File: config.mk
export PLATFORM = sky130hd
export DESIGN_NAME = switch_index_encoder
export DESIGN_NICKNAME = d
export VERILOG_FILES = /design/src/rtl/switch_index_encoder_pkg.sv /design/src/rtl/prio_enc16.sv /design/src/rtl/switch_index_encoder.sv
export SDC_FILE = /design/constraint.sdc
export NUM_CORES = 1
export LEC_CHECK = 0
export ABC_AREA = 1
export CAP_MARGIN = 5
export CORE_MARGIN = 5
export CORE_UTILIZATION = 61
export CTS_CLUSTER_SIZE = 20
export DETAILED_ROUTE_END_ITERATION = 12
export PLACE_DENSITY_LB_ADDON = 0.2
export SYNTH_ARGS = -nofsm -noshare
export SYNTH_HDL_FRONTEND = slang
export SYNTH_SLANG_ARGS = --single-unit
File: constraint.sdc
create_clock -name Clk -period 3.6 [get_ports Clk]
set_input_delay 0.9 -clock Clk [delete_from_list [all_inputs] [get_ports Clk]]
set_output_delay 0.9 -clock Clk [all_outputs]
set_load 0.005 [all_outputs]
File: src/rtl/switch_index_encoder_pkg.sv
// Shared constants and state encoding for the switch index encoder.
// Widths match the 4-to-16 LED decoder so indices round-trip unchanged.
package switch_index_encoder_pkg;

    localparam int SW_W             = 16;
    localparam int IDX_W            = 4;
    localparam int DEBOUNCE_DEFAULT = 4;

    typedef enum logic [1:0] {
        ARMED   = 2'd0,
        SETTLE  = 2'd1,
        VALID   = 2'd2,
        RELEASE = 2'd3
    } state_t;

endpackage

File: src/rtl/prio_enc16.sv
// Sixteen-to-four priority encoder: highest set bit wins.
// any flags a nonzero vector, many flags more than one bit set.
module prio_enc16
    import switch_index_encoder_pkg::*;
(
    input  logic [SW_W-1:0]  in,
    output logic [IDX_W-1:0] idx,
    output logic             any,
    output logic             many
);

    always_comb begin
        idx = '0;
        for (int i = 0; i < SW_W; i++) begin
            if (in[i]) idx = IDX_W'(i);
        end
    end

    assign any  = |in;
    // Clearing the lowest set bit leaves something only if two or more were set.
    assign many = |(in & (in - SW_W'(1)));

endmodule

File: src/rtl/switch_index_encoder.sv
// Synchronises, debounces and priority-encodes a 16-bit switch vector into a
// 4-bit index with valid/ack handshake. Optional macro: SWITCH_ENC_MULTI_REJECT_EN.
//
// state   | meaning
// ARMED   | idle, waiting for a nonzero synchronised sample while en=1
// SETTLE  | counting identical samples of the candidate vector
// VALID   | code presented, waiting for ack
// RELEASE | waiting for an all-zero vector to be stable before re-arming
module switch_index_encoder
    import switch_index_encoder_pkg::*;
#(
    parameter int DEBOUNCE_CYCLES = DEBOUNCE_DEFAULT,
    parameter int CNT_W           = 8
) (
    input  logic             Clk,
    input  logic             reset,
    input  logic             en,
    input  logic [SW_W-1:0]  SW,
    input  logic             ack,
    output logic [IDX_W-1:0] code,
    output logic             valid,
    output logic             multi,
    output logic             err
);

    localparam logic [CNT_W-1:0] CNT_LAST = CNT_W'(DEBOUNCE_CYCLES - 1);

    state_t            state;
    state_t            state_next;
    logic [SW_W-1:0]   sw_meta;
    logic [SW_W-1:0]   sw_s;
    logic [SW_W-1:0]   cand;
    logic [CNT_W-1:0]  cnt;
    logic [IDX_W-1:0]  code_q;
    logic              multi_q;
    logic [IDX_W-1:0]  enc_idx;
    logic              enc_any;
    logic              enc_many;
    logic              sw_zero;
    logic              accept;
    logic              reject;

    prio_enc16 u_enc (
        .in   (cand),
        .idx  (enc_idx),
        .any  (enc_any),
        .many (enc_many)
    );

    assign sw_zero = (sw_s == '0);
    assign accept  = (state == SETTLE) && en && !sw_zero && (sw_s == cand)
                     && (cnt == CNT_LAST) && enc_any;

`ifdef SWITCH_ENC_MULTI_REJECT_EN
    logic err_q;

    assign reject = enc_many;

    always_ff @(posedge Clk or negedge reset) begin
        if (!reset) err_q <= 1'b0;
        else        err_q <= accept && enc_many;
    end

    assign err = err_q;
`else
    assign reject = 1'b0;
    assign err    = 1'b0;
`endif

    always_ff @(posedge Clk or negedge reset) begin
        if (!reset) state <= ARMED;
        else        state <= state_next;
    end

    always_comb begin
        state_next = state;
        case (state)
            ARMED: begin
                if (en && !sw_zero) state_next = SETTLE;
            end
            SETTLE: begin
                if (!en || sw_zero) state_next = ARMED;
                else if (accept)    state_next = reject ? RELEASE : VALID;
            end
            VALID: begin
                if (ack) state_next = RELEASE;
            end
            RELEASE: begin
                if (sw_zero && (cnt == CNT_LAST)) state_next = ARMED;
            end
            default: state_next = ARMED;
        endcase
    end

    always_comb begin
        valid = (state == VALID);
        code  = code_q;
        multi = multi_q;
    end

    always_ff @(posedge Clk or negedge reset) begin
        if (!reset) begin
            sw_meta <= '0;
            sw_s    <= '0;
            cand    <= '0;
            cnt     <= '0;
            code_q  <= '0;
            multi_q <= 1'b0;
        end else begin
            sw_meta <= SW;
            sw_s    <= sw_meta;
            case (state)
                ARMED: begin
                    if (en && !sw_zero) begin
                        cand <= sw_s;
                        cnt  <= '0;
                    end
                end
                SETTLE: begin
                    if (!en || sw_zero) begin
                        cnt <= '0;
                    end else if (sw_s != cand) begin
                        cand <= sw_s;
                        cnt  <= '0;
                    end else if (cnt == CNT_LAST) begin
                        cnt <= '0;
                        if (!reject) begin
                            code_q  <= enc_idx;
                            multi_q <= enc_many;
                        end
                    end else begin
                        cnt <= cnt + CNT_W'(1);
                    end
                end
                VALID: begin
                    if (ack) begin
                        multi_q <= 1'b0;
                        cnt     <= '0;
                    end
                end
                RELEASE: begin
                    if (!sw_zero || (cnt == CNT_LAST)) cnt <= '0;
                    else                               cnt <= cnt + CNT_W'(1);
                end
                default: cnt <= '0;
            endcase
        end
    end

endmodule

* Word level (Yosys, flattened, before mapping) *
Cells that the tools add are included.

word-level totals
  bits in registers = 63
  input port bits = 20
  output and inout port bits = 7
  word-level logic and storage cells = 85

operators by class
  eq/ne operators = 14
  $add $sub $neg = 2
  bitwise logic cells = 3
  reductions and logical operators = 22
  muxes and demuxes = 37

operators by type and width
  operator                                                number
  2-to-1 mux 16 bit                                       3
  2-to-1 mux 8 bit                                        6
  2-to-1 mux 4 bit                                        8
  case mux 16 bit (2 select lines)                        1
  case mux 8 bit (4 select lines)                         1
  OR reduction 16 bit                                     2
  AND 16 bit                                              1
  equality test 16 bit                                    1
  zero test 16 bit                                        1
  inequality test 16 bit                                  1
  subtractor 16 x 1 -> 16 bit (second input constant)     1
  2-to-1 mux 2 bit                                        7
  2-to-1 mux 3 bit                                        4
  AND reduction 4 bit                                     3
  inequality test 2 bit (second input constant)           5
  adder 8 x 1 -> 8 bit (second input constant)            1
  equality test 8 x 2 -> 1 bit (second input constant)    1
  case mux 2 bit (4 select lines)                         1
  logical AND 1 bit                                       7
  2-to-1 mux 1 bit                                        5
  AND reduction 5 bit                                     1
  equality test 2 bit (second input constant)             2
  inequality test 2 x 1 -> 1 bit (second input constant)  2
  nonzero test 2 bit                                      2
  other kinds (8)                                         11

* Logic depth before layout (Yosys ltp) *
  word-level depth = 15
  mapped depth = 15

* Cells and area by module *
From an unflattened synthesis, not the netlist that was laid out.

second synthesis, totals
  cell total of the unflattened synthesis = 378
  area total of the unflattened synthesis = 3208.1 um2

modules (own cells, without submodules)
  module                sequential area each (um2)  times used  area each (um2)  cells an instance
  switch_index_encoder  1576.5                      1           2819.0           304
  prio_enc16            0.0                         1           389.1            74

* Worst setup path after synthesis *
No wires, ideal clock.

  path kind = in2reg
  start = input port ack
  end = register cnt[6]
  path buffers = 0
  data required time = 3.523 ns
  arrival time = 1.517 ns
  slack = 2.006 ns
  cell stages on the path = 6
  cell sequence = a21oi_1 > nand2_2 > inv_2 > nor2_1 > xor2_1 > a21oi_1

between the ends
  longest elaborated chain between the ends = 2

RTL lines
  element                          RTL line                     source
  from (decl)                      switch_index_encoder.sv:19   input logic ack,
  inequality test 2 bit (no line)  --
  AND reduction 2 bit (no line)    --
  to (signal assigned)             switch_index_encoder.sv:132  cnt <= cnt + CNT_W'(1);
  to (signal assigned)             switch_index_encoder.sv:143  else cnt <= cnt + CNT_W'(1);
  to (decl)                        switch_index_encoder.sv:33   logic [CNT_W-1:0] cnt;

No other way between the ends.
A chain may end at the register's enable or synchronous reset.

==> key figures <==
Outcome
  • Status: finished clean

Power and ir drop
  • Total power: 2155 µW
  • P per Cell Area: 637.0 mW/mm²
  • Largest vdd supply drop: just under 0.4 mV
  • LEAKAGE: roughly 0.0016 µW

Cells and area
  • Synth-to-Final Area Change: 17.87%
  • Fraction of layout cells with a size suffix above 1: 12.22%
  • ANT cells: 0
  • Fin nets: approximately 370
  • Post-Layout Cell Count: ~410
  • Post-Layout Inst Area: between 0.003 and 0.004 mm²

STA
  • Post-route setup slack: 1177 ps
  • Max Clock Skew: around 5.7 ps
  • Slew Viols, Final: 0
  • RSZ-0062 raised after global routing: no
  • Fin. Hold Viols: 0
  • Worst slew margin: 59.82%
  • Setup violators final: 0
  • Slew @ Worst Pin: approximately 600 ps
  • Final min period: ~2400 ps
  • Fin crit share: between 60% and 70%
  • Setup TNS: 0 ps
  • Fmax: between 0.4 and 0.5 GHz

Worst hold path
  • Origin of the worst min-delay path: sw_meta[10]
  • Hold EP: sw_s[10]
  • Worst Hold Class: reg -> reg
  • Hold path depth: 0

CTS
  • Post-CTS sizing: 0
  • Longest Clk Path Bufs: 2
  • Setup Fix Bufs, Post-CTS: 0
  • Htree depth: 3
  • Clock Tree Root: clkbuf_8
  • Hold buffers post-CTS: 0
  • CTS clk-pin slew, worst paths: roughly 70 ps
  • CTS buffer count: 9
  • Latest clock arrival within the worst-skew pair: roughly 340 ps
  • Clock sinks: 63
  • CTS tree: yes

Worst setup path
  • Crit path DAT: 1520 ps
  • CP max stage cell: clkdlybuf4s50_1
  • CP max FO: 5
  • Slowest stage delay, CP: about 530 ps
  • Critical path startpoint category: flop
  • WS Path Type: reg -> out
  • Reg2reg setup slack: around 1700 ps
  • WP data required: around 2700 ps
  • R2R Path Start: cand[7]
  • CP Capture Type: output pin
  • FF-to-FF End: cand[11]
  • R2R depth: 7
  • CP Cell Sequence: inv_1, nor2_1, clkdlybuf4s50_1

Placement
  • Dpl cells: between 300 and 400
  • DP HPWL: between 3000 and 4000 µm
  • Placed instance area: 0.003163 mm²
  • Placer Congestion: about 0.83
  • Dpl ws: between 1000 and 1500 ps
  • I/O Buffers: 25

Flow run
  • Max_cap viols: 0

Route
  • DR vias: 2079
  • Wire per inst: 12.46 µm
  • Initial DRC count: about 150
  • DRT Pass-1 Iters: 4
  • Drt drc: 0
  • Vias per Instance: about 5.1
  • Routed WL: approximately 5100 µm
  • Antenna-violating nets left: 0

Floorplan
  • CORE AREA: about 0.0046 mm²
  • Ports: 27
  • Row count: 25
  • Die Y: around 79 µm
  • Initial Util: between 60% and 70%
  • Die width: around 80 µm
  • Die area: approximately 0.0062 mm²

Yosys
  • Synth top area cells: dfrtp_1, nand2_1, inv_1
  • Post-Syn Area: ~0.0029 mm²
  • Synthesized net count: around 340
  • Synth Instances: roughly 310
  • Syn Area/Cell: a little over 9 µm²
  • Post-synthesis sequential area ratio: 54.93%
  • EDFF count, synth: 0
  • Post-synth top cells: nand2_1, dfrtp_1, inv_1
  • Yosys Warn Count: 0
  • Ys flop type: dfrtp_1
  • Dominant cell type by area after synthesis: dfrtp_1
  • Most frequent cell after synthesis: nand2_1
  • Post-synth ARST share: 100.0%
  • Number of synthesized register bits: 63
  • Top cell type's share of synthesized area: a little over half
  • Synth unique cells: 31

Global routing
  • Vias in the first global route: 2029
  • First-pass GRT wire length: between 9000 and 10000 µm
  • Largest net degree at the start of global routing: 44
  • Grt total ovfl: 0
  • Initial antenna violation count: 0
  • GRT Overall Usage: between 10% and 20%
[registers in the layout, indices dropped and copies added (netlist names), named ones only]
| register | cells |
|---|---|
| sw_s | 16 |
| cnt | 8 |
| cand | 16 |
| sw_meta | 16 |
| multi | 1 |
| state | 1 |
| code | 4 |
[layer usage]
layer	track usage, %	wire (µm)	share of wire (%)	up-vias
li1	-	-	-	1068
met1	25.86	2383	47	948
met2	29.20	2285	45	48
met3	4.472	234	4.6	15
met4	12.41	155	3.1	0
met5	0	0	0	-
[metrics by stage]
stage	hold WS (ps)	utilization [%]
floorplan	331.2	-
global placement	332.4	68.32
detailed placement	334.7	68.32
CTS	349.4	73.08
global route	355.7	73.08
finish	348.1	73.08
[cell families after synthesis]
family / count (synthesis) / synth area share [%]
AND/OR/NAND/NOR: 139 / 23.23
flip-flops: 63 / 54.93
buffers and inverters: 49 / 6.844
AO/OA/AOI/OAI: 40 / 8.021
XOR/XNOR: 21 / 6.408
adder cells (fa/ha/maj): 1 / 0.4359
other: 1 / 0.1307
[critical path, delay by kind of cell (launching register included)]
kind / cells / cell delay [ps]
buffers and inverters: 2 / 620
and+or+nand+nor: 1 / 150
DFF: 1 / 420
[worst max-delay path by stage]
stage / endpoint / slack (ps) / cells past startpoint
floorplan: cnt[6] / 2010 / 6
global placement: cand[9] / 1430 / 5
detailed placement: cand[7] / 1400 / 5
CTS: valid / 1150 / 3
global route: valid / 1010 / 3
finish: valid / 1180 / 3
[final cells by class]
cell class / instances / area [µm²]
clock buffer: 9 / 123.9
clock inverter: 7 / 96.34
fill: 349 / 1246
inverter: 45 / 168.9
multi-input combinational: 202 / 1097
sequential: 63 / 1577
tap: 54 / 67.56
timing repair buffer: 26 / 252.7
[power by group]
group / leakage, µW / switching, µW / internal (µW) / total [µW]
clock network: 0.000102 / 278 / 390 / 668
logic: 0.000693 / 315 / 230 / 544
registers: 0.000773 / 136 / 808 / 943
[placed cells by master (no fill, tap or decap), drive strengths merged]
cell type      Yosys  final
a21oi              5      5
a31oi              2      2
buf                4      2
bufinv             0      2
clkbuf             0      9
clkdlybuf4s50      0     24
clkinv             0      1
clkinvlp           0      3
conb               1      1
dfrtp             63     63
ha                 1      1
inv               45     46
nand2             76     76
nand3             12     12
nand3b             2      2
nand4             11     11
nor2              30     30
nor3               6      6
nor3b              1      1
o21ai             27     27
o21bai             2      2
o22ai              3      3
o311ai             1      1
or2                1      1
xnor2             16     16
xor2               5      5
No activity file was read; power rests on OpenSTA's default activity.
